[src/rtl/ccr_unit_if.sv]
// Handshake bundle for ccr_unit: ALU flags, flag controls and stack controls in; flags, branch decision and stack status out.
// master drives the execute-stage controls, slave is the condition-code register itself.
interface ccr_unit_if;
    logic       zeroFlagIn;
    logic       negativeFlagIn;
    logic       carryFlagIn;
    logic       overFlowFlagIn;
    logic [3:0] flagWriteMask;
    logic       setCarry;
    logic       clrCarry;
    logic       stall;
    logic       intSave;
    logic       rtiRestore;
    logic [2:0] branchType;
    logic [3:0] flagsOut;
    logic       branchTaken;
    logic [2:0] saveCount;
    logic       stackErr;

    modport master (
        output zeroFlagIn, negativeFlagIn, carryFlagIn, overFlowFlagIn,
        output flagWriteMask, setCarry, clrCarry, stall,
        output intSave, rtiRestore, branchType,
        input  flagsOut, branchTaken, saveCount, stackErr
    );

    modport slave (
        input  zeroFlagIn, negativeFlagIn, carryFlagIn, overFlowFlagIn,
        input  flagWriteMask, setCarry, clrCarry, stall,
        input  intSave, rtiRestore, branchType,
        output flagsOut, branchTaken, saveCount, stackErr
    );
endinterface

[src/rtl/ccr_unit.sv]
// Condition-code register with interrupt shadow stack and conditional-branch evaluation; FLAG_BYPASS_EN forwards masked ALU flags into branches.
// Latency: flags/stack visible 1 cycle after the inputs; branchTaken is combinational (0 cycles).
// Backpressure: stall=1 freezes every register; no other flow control, one push/pop per cycle.
module ccr_unit #(
    parameter int SAVE_DEPTH = 2
) (
    input  logic     clk,
    input  logic     rst,
    ccr_unit_if.slave bus
);
    logic [3:0]                 flagsQ;
    logic [3:0]                 flagsNext;
    logic [3:0]                 aluFlags;
    logic [3:0]                 branchFlags;
    logic [3:0]                 clearMask;
    logic [3:0]                 topEntry;
    logic [SAVE_DEPTH-1:0][3:0] stackQ;
    logic [SAVE_DEPTH-1:0][3:0] stackNext;
    logic [2:0]                 saveCountQ;
    logic [2:0]                 saveCountNext;
    logic                       stackErrQ;
    logic                       stackErrNext;
    logic                       stackEmpty;
    logic                       stackFull;
    logic                       doRestore;
    logic                       taken;

    assign aluFlags = {bus.overFlowFlagIn, bus.carryFlagIn, bus.negativeFlagIn, bus.zeroFlagIn};

`ifdef FLAG_BYPASS_EN
    // Forward this cycle's ALU result for written bits so a branch right behind a compare sees it.
    assign branchFlags = (bus.flagWriteMask & aluFlags) | (~bus.flagWriteMask & flagsQ);
`else
    assign branchFlags = flagsQ;
`endif

    always_comb begin
        taken     = 1'b0;
        clearMask = 4'b0000;
        if (!bus.stall) begin
            case (bus.branchType)
                3'b001: begin
                    taken        = branchFlags[0];
                    clearMask[0] = branchFlags[0];
                end
                3'b010: begin
                    taken        = branchFlags[1];
                    clearMask[1] = branchFlags[1];
                end
                3'b011: begin
                    taken        = branchFlags[2];
                    clearMask[2] = branchFlags[2];
                end
                3'b100:  taken = 1'b1;
                default: taken = 1'b0;
            endcase
        end
    end

    assign stackEmpty = (saveCountQ == 3'd0);
    assign stackFull  = (saveCountQ == 3'(SAVE_DEPTH));
    assign doRestore  = bus.rtiRestore && !stackEmpty;

    always_comb begin
        topEntry = 4'b0000;
        for (int i = 0; i < SAVE_DEPTH; i++) begin
            if (i == int'(saveCountQ) - 1) topEntry = stackQ[i];
        end
    end

    // Lowest priority first, so each later assignment overrides the earlier ones.
    always_comb begin
        flagsNext = (flagsQ & ~bus.flagWriteMask) | (aluFlags & bus.flagWriteMask);
        if (bus.clrCarry)      flagsNext[2] = 1'b0;
        else if (bus.setCarry) flagsNext[2] = 1'b1;
        flagsNext = flagsNext & ~clearMask;
        if (doRestore) flagsNext = topEntry;
    end

    always_comb begin
        stackNext     = stackQ;
        saveCountNext = saveCountQ;
        stackErrNext  = stackErrQ;
        if (bus.intSave && doRestore) begin
            for (int i = 0; i < SAVE_DEPTH; i++) begin
                if (i == int'(saveCountQ) - 1) stackNext[i] = flagsQ;
            end
        end else if (bus.intSave) begin
            if (stackFull) begin
                // Overflow keeps the most recent contexts: drop the oldest, shift down, push on top.
                for (int i = 0; i < SAVE_DEPTH - 1; i++) begin
                    stackNext[i] = stackQ[i+1];
                end
                stackNext[SAVE_DEPTH-1] = flagsQ;
                stackErrNext            = 1'b1;
            end else begin
                for (int i = 0; i < SAVE_DEPTH; i++) begin
                    if (i == int'(saveCountQ)) stackNext[i] = flagsQ;
                end
                saveCountNext = saveCountQ + 3'd1;
            end
        end else if (bus.rtiRestore) begin
            if (stackEmpty) stackErrNext  = 1'b1;
            else            saveCountNext = saveCountQ - 3'd1;
        end
    end

    always_ff @(posedge clk) begin
        if (!rst) begin
            flagsQ     <= 4'b0000;
            stackQ     <= '0;
            saveCountQ <= 3'd0;
            stackErrQ  <= 1'b0;
        end else if (!bus.stall) begin
            flagsQ     <= flagsNext;
            stackQ     <= stackNext;
            saveCountQ <= saveCountNext;
            stackErrQ  <= stackErrNext;
        end
    end

    assign bus.flagsOut    = flagsQ;
    assign bus.branchTaken = taken;
    assign bus.saveCount   = saveCountQ;
    assign bus.stackErr    = stackErrQ;
endmodule
[src/flat_wrapper.sv]
// flat-port wrapper written by rule: the top's interface ports become plain ports
module ccr_unit_flat 
#(
    parameter int SAVE_DEPTH = 2
)
  (clk, rst, bus_zeroFlagIn, bus_negativeFlagIn, bus_carryFlagIn, bus_overFlowFlagIn, bus_flagWriteMask, bus_setCarry, bus_clrCarry, bus_stall, bus_intSave, bus_rtiRestore, bus_branchType, bus_flagsOut, bus_branchTaken, bus_saveCount, bus_stackErr);
  ccr_unit_if bus_i ();
  input  logic clk;
  input  logic rst;
  input wire logic [$bits(bus_i.zeroFlagIn)-1:0] bus_zeroFlagIn;
  input wire logic [$bits(bus_i.negativeFlagIn)-1:0] bus_negativeFlagIn;
  input wire logic [$bits(bus_i.carryFlagIn)-1:0] bus_carryFlagIn;
  input wire logic [$bits(bus_i.overFlowFlagIn)-1:0] bus_overFlowFlagIn;
  input wire logic [$bits(bus_i.flagWriteMask)-1:0] bus_flagWriteMask;
  input wire logic [$bits(bus_i.setCarry)-1:0] bus_setCarry;
  input wire logic [$bits(bus_i.clrCarry)-1:0] bus_clrCarry;
  input wire logic [$bits(bus_i.stall)-1:0] bus_stall;
  input wire logic [$bits(bus_i.intSave)-1:0] bus_intSave;
  input wire logic [$bits(bus_i.rtiRestore)-1:0] bus_rtiRestore;
  input wire logic [$bits(bus_i.branchType)-1:0] bus_branchType;
  output wire logic [$bits(bus_i.flagsOut)-1:0] bus_flagsOut;
  output wire logic [$bits(bus_i.branchTaken)-1:0] bus_branchTaken;
  output wire logic [$bits(bus_i.saveCount)-1:0] bus_saveCount;
  output wire logic [$bits(bus_i.stackErr)-1:0] bus_stackErr;
  assign bus_i.zeroFlagIn = bus_zeroFlagIn;
  assign bus_i.negativeFlagIn = bus_negativeFlagIn;
  assign bus_i.carryFlagIn = bus_carryFlagIn;
  assign bus_i.overFlowFlagIn = bus_overFlowFlagIn;
  assign bus_i.flagWriteMask = bus_flagWriteMask;
  assign bus_i.setCarry = bus_setCarry;
  assign bus_i.clrCarry = bus_clrCarry;
  assign bus_i.stall = bus_stall;
  assign bus_i.intSave = bus_intSave;
  assign bus_i.rtiRestore = bus_rtiRestore;
  assign bus_i.branchType = bus_branchType;
  assign bus_flagsOut = bus_i.flagsOut;
  assign bus_branchTaken = bus_i.branchTaken;
  assign bus_saveCount = bus_i.saveCount;
  assign bus_stackErr = bus_i.stackErr;
  ccr_unit #(.SAVE_DEPTH(SAVE_DEPTH)) u_core (.clk(clk), .rst(rst), .bus(bus_i));
endmodule
[config.mk]
export PLATFORM = sky130hd
export DESIGN_NAME = ccr_unit_flat
export DESIGN_NICKNAME = d
export VERILOG_FILES = /design/src/rtl/ccr_unit_if.sv /design/src/rtl/ccr_unit.sv /design/src/flat_wrapper.sv
export SDC_FILE = /design/constraint.sdc
export NUM_CORES = 1
export LEC_CHECK = 0
export CORE_ASPECT_RATIO = 1.25
export CORE_MARGIN = 2
export CORE_UTILIZATION = 51
export DETAILED_ROUTE_END_ITERATION = 10
export HOLD_SLACK_MARGIN = 0.08
export PLACE_DENSITY = 0.89
export SYNTH_ARGS = -nofsm -noshare
export SYNTH_HDL_FRONTEND = slang
export SYNTH_SLANG_ARGS = --single-unit
[constraint.sdc]
create_clock -name clk -period 2.82 [get_ports clk]
set_clock_uncertainty 0.2 [all_clocks]
set_input_delay 0.705 -clock clk [delete_from_list [all_inputs] [get_ports clk]]
set_output_delay 0.705 -clock clk [all_outputs]
set_load 0.05 [all_outputs]
==> flow_metrics.py, run 1 <==
metrics = {
    "outcome": {
        "outcome": "completed",
    },
    "global_route": {
        "grt_pass1_vias": 875,
        "grt_first_pass_wirelength_mm": 3.905,
        "track_usage_pct": 22.39,
        "grt_max_degree": 17,
        "grt-ovfl-total": 0,
        "antenna_found_initial": 0,
    },
    "placed_design": {
        "placed_cells": 154,
        "port_buffers": 26,
        "hpwl_mm": 1.798,
        "place_congestion": 0.8361,
    },
    "sta": {
        "setup_viol": 0,
        "finalCriticalPeriod_ps": 2759,
        "period_share_pct": 97.85,
        "relSlewSlack_pct": 66.02,
        "final_hold_viol_count": 0,
        "clock.fmax_mhz": 362.4,
        "fin_tns_setup_ps": 0,
        "rsz0062_at_grt": "no",
        "hold_slack_ps": 275.3,
        "maxSlewViolCount": 0,
        "worstMarginPinSlew_ps": 496.8,
    },
    "clocking": {
        "clk_pin_slew_ps": 90,
        "clock_latency_ps": 290,
        "root_buffer": "clkbuf_4",
        "numCtsBuffers": 3,
        "cts_sinks": 16,
        "cts-htree-levels": 1,
        "post_cts_buffers": 0,
        "clock_path_buffers": 2,
        "cts_tree": "yes",
    },
    "floorplanning": {
        "dieArea_mm2": 0.002410,
        "row_count": 18,
        "core_area_mm2": 0.001937,
        "fp.dieH_um": 54.39,
        "die_x_um": 44.31,
        "initial_core_util_pct": 53.49,
        "io_pins": 27,
    },
    "synth": {
        "ys_warn_count": 0,
        "syn_area_per_cell_um2": 9.009,
        "syn-cell-area_mm2": 0.001036,
        "synth-main-ff-cell": "dfxtp_1",
        "yosysSeqAreaShare_pct": 30.92,
        "yosysMostFrequentCell": "dfxtp_1",
        "async_reset_ff_share_pct": 0,
        "ys_ff_latch": 16,
        "syn_nets": 134,
        "yosysTopAreaCellShare_pct": 30.92,
        "synth_cells": 115,
        "synth_area_leaders": "dfxtp_1 31%, mux2i_1 11%, nor2b_1 5.4%",
        "synth_largest_area_cell": "dfxtp_1",
        "ys_types": 44,
        "synth-edff-count": 0,
        "synth_commonest_cells": "16 x dfxtp_1, 11 x mux2i_1, 9 x nor2b_1",
    },
    "min_path": {
        "hold_start": "u_core.bus.stackErr$_SDFFE_PN0P_",
        "hp-class": "reg2reg",
    },
    "power_and_ir_drop": {
        "internal-power_uw": 441.0,
        "leakage_nw": 0.5459,
        "clkPwrFrac_pct": 22.8,
        "vdd_drop_max_v": 0.0003929,
        "power_density_mw_per_mm2": 518.3,
        "seqPwrFrac_pct": 38.8,
        "swShare_pct": 35.72,
        "power.switching_uw": 245.1,
        "p_comb_share_pct": 38.4,
    },
    "routing": {
        "wl_met3_um": 113,
        "drtPass1Iterations": 4,
        "antenna_left": 0,
        "wl_met1_mm": 1.069,
        "drc": 0,
        "drt-total-wl_mm": 2.545,
        "vias": 960,
        "wl_met2_mm": 1.329,
        "vias_per_cell": 6.076,
        "wl_per_cell_um": 16.11,
        "first_iter_violations": 24,
        "highest_layer": "met4",
    },
    "setup_path": {
        "cp-start-kind": "primary input",
        "crit_type": "in2out",
        "ff2ff_setup_slack_ps": 1000,
        "reg2reg_to": "u_core.bus.saveCount[2]$_SDFFE_PN0P_",
        "reg2reg_depth": 5,
        "arrival_ps": 1850,
        "startpoint": "bus_branchType[0]",
        "endpoint_kind": "output port",
        "worstPathRequired_ps": 1910,
        "crit_end": "bus_branchTaken",
        "r2r_start": "u_core.bus.saveCount[0]$_SDFFE_PN0P_",
        "cp_max_fo": 5,
    },
    "finish": {
        "area_growth_pct": 27.78,
        "nets": 158,
        "diodes": 0,
        "final_util_pct": 68.35,
        "fin_cells": 158,
        "drive_above_1_share_pct": 10.14,
    },
    "run": {
        "cap_violations": 0,
    },
}
==> layout by cell type, fill, tap and decap left out, drive strengths merged, types with 2 or more instances in the layout <==
master,synthesis,routed
xor2,2,2
mux2,2,2
o211ai,2,2
nor3,5,5
o21ai,10,10
clkdlybuf4s50,0,24
inv,3,3
buf,8,5
nand2,2,2
a21oi,7,7
nand3b,5,5
a211oi,3,3
nor2b,9,9
clkbuf,3,4
mux2i,11,11
and3b,2,2
dfxtp,16,16
nor2,3,3
==> sequential cells by signal (all words and copies together), names as in the netlist, named ones only <==
signal                count
u_core.bus.flagsOut       3
u_core.bus.saveCount      3
u_core.bus.stackErr       1
u_core.stackQ             8
==> metrics by stage <==
step	instance area, um^2	setup slack (ps)	power [mW]
floorplan	1036	206.8	0.4551
global placement	1279	-164.4	0.5201
detailed placement	1279	-199.1	0.5303
CTS	1321	27.70	0.6856
global route	1324	16.03	0.7188
finish	1324	60.50	0.6861
==> final cells by class <==
cell class              count  area [um^2]
flip-flops and latches     16        320.3
well taps                  20        25.02
multi-input cells          85        640.6
inverters                   3        11.26
clock buffers               4        36.28
fillers                   158        613.1
repair buffers             30        290.3
==> logic make-up (layout without fill, tap and decap cells) <==
kind of cell    count (synthesis)  in the layout  share of synthesized area [%]
compound gates                 35             35                          24.16
simple gates                   33             33                          19.81
flops                          16             16                          30.92
buf+inv                        14             37                          7.850
mux                            13             13                          12.80
xor+xnor                        3              3                          2.537
fa+ha+maj                       1              1                          1.932
==> what timing repair did <==
item	CTS	global route
setup endpoints to repair	1	1
hold buffers	0	0
pin swaps	0	0
resized for setup	3	1
==> layer usage <==
metal,vias up,track usage [%]
li1,472,-
met1,458,27.31
met2,26,37.99
met3,4,2.640
met4,0,12.63
met5,-,0
==> critical path: stages <==
cell	delay, ps
clkdlybuf4s50_1	550
nor2b_2	70
a22o_1	180
mux2i_1	120
nor2_1	60
buf_6	160
==> power by group through the flow <==
| stage | Clock [mW] | Combinational, mW | Sequential (mW) |
|---|---|---|---|
| 2_1_floorplan | 0 | 0.157 | 0.298 |
| 3_3_place_gp | 0 | 0.250 | 0.270 |
| 3_5_place_dp | 0 | 0.259 | 0.271 |
| 4_1_cts | 0.158 | 0.262 | 0.266 |
| 5_1_grt | 0.167 | 0.283 | 0.269 |
| 6_report | 0.156 | 0.263 | 0.266 |
==> how the worst min path moves through the flow <==
stage,cells after the start,slack (ps),endpoint
6_report,1,280,u_core.bus.stackErr$_SDFFE_PN0P_
5_1_grt,1,310,u_core.bus.stackErr$_SDFFE_PN0P_
4_1_cts,1,280,u_core.bus.stackErr$_SDFFE_PN0P_
3_5_place_dp,1,260,u_core.bus.stackErr$_SDFFE_PN0P_
3_3_place_gp,1,250,u_core.bus.stackErr$_SDFFE_PN0P_
2_1_floorplan,2,290,u_core.stackQ[0]$_SDFFE_PN0P_
No activity file was read; power rests on OpenSTA's default activity.
==> inputs of run 2 (changes only) <==
Settings changed: SKIP_CTS_REPAIR_TIMING from default to 1.
==> run 2 against run 1 <==
Compared with the run above:
- sequential share of layout area stayed put
- clock power hardly changed
- first-iteration DRC count down 50%
- wire length down 0.39%
- maximum frequency fell by 0.42%
- cell area is the same
- utilization unchanged
- critical path type unchanged
- largest power group unchanged
- highest routed layer unchanged
==> flow_metrics.py, run 2 (synthesis gave the netlist of run 1 again) <==
metrics = {
    "finish": {
        "nets": 158,
        "seqCellArea_um2": 320.3,
        "fillers": 159,
        "multi_input_area_um2": 636.9,
        "layout_common_cells": "24 x clkdlybuf4s50_1, 16 x dfxtp_1, 11 x mux2i_1",
        "largest_reg_flops": 8,
        "diodes": 0,
        "final_common_cell": "clkdlybuf4s50_1",
        "area_growth_pct": 27.78,
        "drive_above_1_share_pct": 9.420,
        "regMostFlops": "u_core.stackQ",
    },
    "placed_design": {
        "port_buffers": 26,
        "hpwl_mm": 1.798,
        "post-place-ws_ps": -199.1,
        "place_congestion": 0.8361,
    },
    "setup_path": {
        "worstPathRequired_ps": 1910,
        "path_delay_family": "buffers and inverters",
        "cp-start-kind": "primary input",
        "critPathBufInv": 2,
        "slowest_stage": "clkdlybuf4s50_1",
        "crit_end": "bus_branchTaken",
        "crit_type": "in2out",
        "ff2ff_setup_slack_ps": 1000,
        "max_stage_delay_ps": 560,
        "cp_max_fo": 5,
        "path_depth": 6,
        "startpoint": "bus_branchType[0]",
        "reg2reg_to": "u_core.bus.saveCount[2]$_SDFFE_PN0P_",
        "endpoint_kind": "output port",
        "path_cells": "clkdlybuf4s50_1 -> nor2b_2 -> a22o_1 -> mux2i_1 -> nor2_1 -> buf_6",
        "arrival_ps": 1870,
        "reg2reg_depth": 5,
        "r2r_start": "u_core.bus.saveCount[0]$_SDFFE_PN0P_",
    },
    "sta": {
        "maxSlewViolCount": 0,
        "worstMarginPinSlew_ps": 494.2,
        "period_share_pct": 98.26,
        "hold_slack_ps": 275.4,
        "fin_tns_setup_ps": 0,
        "setup_viol": 0,
        "final_hold_viol_count": 0,
        "clock.fmax_mhz": 360.9,
        "relSlewSlack_pct": 66.20,
        "finalCriticalPeriod_ps": 2771,
        "rsz0062_at_grt": "no",
        "finalWorstSetupSlack_ps": 48.96,
    },
    "floorplanning": {
        "die_x_um": 44.31,
        "row_count": 18,
        "core_area_mm2": 0.001937,
        "io_pins": 27,
        "initial_core_util_pct": 53.49,
        "fp.dieH_um": 54.39,
        "dieArea_mm2": 0.002410,
    },
    "clocking": {
        "cts_sinks": 16,
        "clock_latency_ps": 290,
        "cts-htree-levels": 1,
        "clk_pin_slew_ps": 90,
        "cts_tree": "yes",
        "numCtsBuffers": 3,
        "root_buffer": "clkbuf_4",
        "clock_path_buffers": 2,
    },
    "global_route": {
        "grt_pass1_vias": 865,
        "track_usage_pct": 22.11,
        "grt-ovfl-total": 0,
        "antenna_found_initial": 0,
        "grt_first_pass_wirelength_mm": 3.836,
        "grt_max_degree": 17,
    },
    "power_and_ir_drop": {
        "power_density_mw_per_mm2": 516.9,
        "power_uw": 684.3,
        "vdd_drop_max_v": 0.0003936,
        "leakage_nw": 0.5514,
    },
    "min_path": {
        "hp-class": "reg2reg",
    },
    "routing": {
        "highest_layer": "met4",
        "vias_per_cell": 6.019,
        "wl_met1_mm": 1.055,
        "wl_met2_mm": 1.289,
        "antenna_left": 0,
        "drc": 0,
        "vias": 951,
        "first_iter_violations": 12,
        "wl_per_cell_um": 16.04,
        "wl_met3_um": 106,
        "drtPass1Iterations": 4,
        "drt-total-wl_mm": 2.535,
    },
    "run": {
        "cap_violations": 0,
    },
    "outcome": {
        "outcome": "completed",
    },
}
## run 2: cell count changes in the layout (fill, tap and decap cells not counted)
cell            previous run  this run
dlymetal6s2s_1             0         1
mux2_4                     1         0
dlygate4sd2_1              1         0
mux2_1                     1         2
## run 2: layout make-up
type / count / area share (%)
multi-input cells: 85 / 48.11
well taps: 20 / 1.890
repair buffers: 30 / 22.21
clock buffers: 4 / 2.741
flip-flops and latches: 16 / 24.20
inverters: 3 / 0.8507
## run 2: power breakdown
group / switching (mW) / internal [mW]
logic: 0.147 / 0.115
registers: 0.0199 / 0.246
clock network: 0.0771 / 0.0787
## run 2: through the flow
| step | cell area [um^2] | cells | utilization, % |
|---|---|---|---|
| global placement | 1279 | 154 | 66.02 |
| finish | 1324 | 158 | 68.35 |
| CTS | 1315 | 158 | 67.89 |
| detailed placement | 1279 | 154 | 66.02 |
| global route | 1324 | 158 | 68.35 |
| floorplan | 1036 | 115 | - |
## run 2: how the worst min path moves through the flow
stage / startpoint / end / slack (ps) / cells past startpoint
2_1_floorplan: u_core.stackQ[0]$_SDFFE_PN0P_ / u_core.stackQ[0]$_SDFFE_PN0P_ / 290 / 2
3_3_place_gp: u_core.bus.stackErr$_SDFFE_PN0P_ / u_core.bus.stackErr$_SDFFE_PN0P_ / 250 / 1
3_5_place_dp: u_core.bus.stackErr$_SDFFE_PN0P_ / u_core.bus.stackErr$_SDFFE_PN0P_ / 260 / 1
4_1_cts: u_core.bus.stackErr$_SDFFE_PN0P_ / u_core.bus.stackErr$_SDFFE_PN0P_ / 280 / 1
5_1_grt: u_core.bus.stackErr$_SDFFE_PN0P_ / u_core.bus.stackErr$_SDFFE_PN0P_ / 310 / 1
6_report: u_core.bus.stackErr$_SDFFE_PN0P_ / u_core.bus.stackErr$_SDFFE_PN0P_ / 280 / 1
## run 2: worst reg2reg max path, stage by stage, from the launching register on
cell and delay, ps:
dfxtp_1 320, buf_4 190, fa_1 450, xor2_1 160, or3_1 310, a21boi_1 140
## run 2: per-layer routing
metal,GRT usage (%),vias up
met1,27.31,453
met2,37.25,27
li1,-,463
met4,13.13,0
met5,0,-
met3,1.980,8
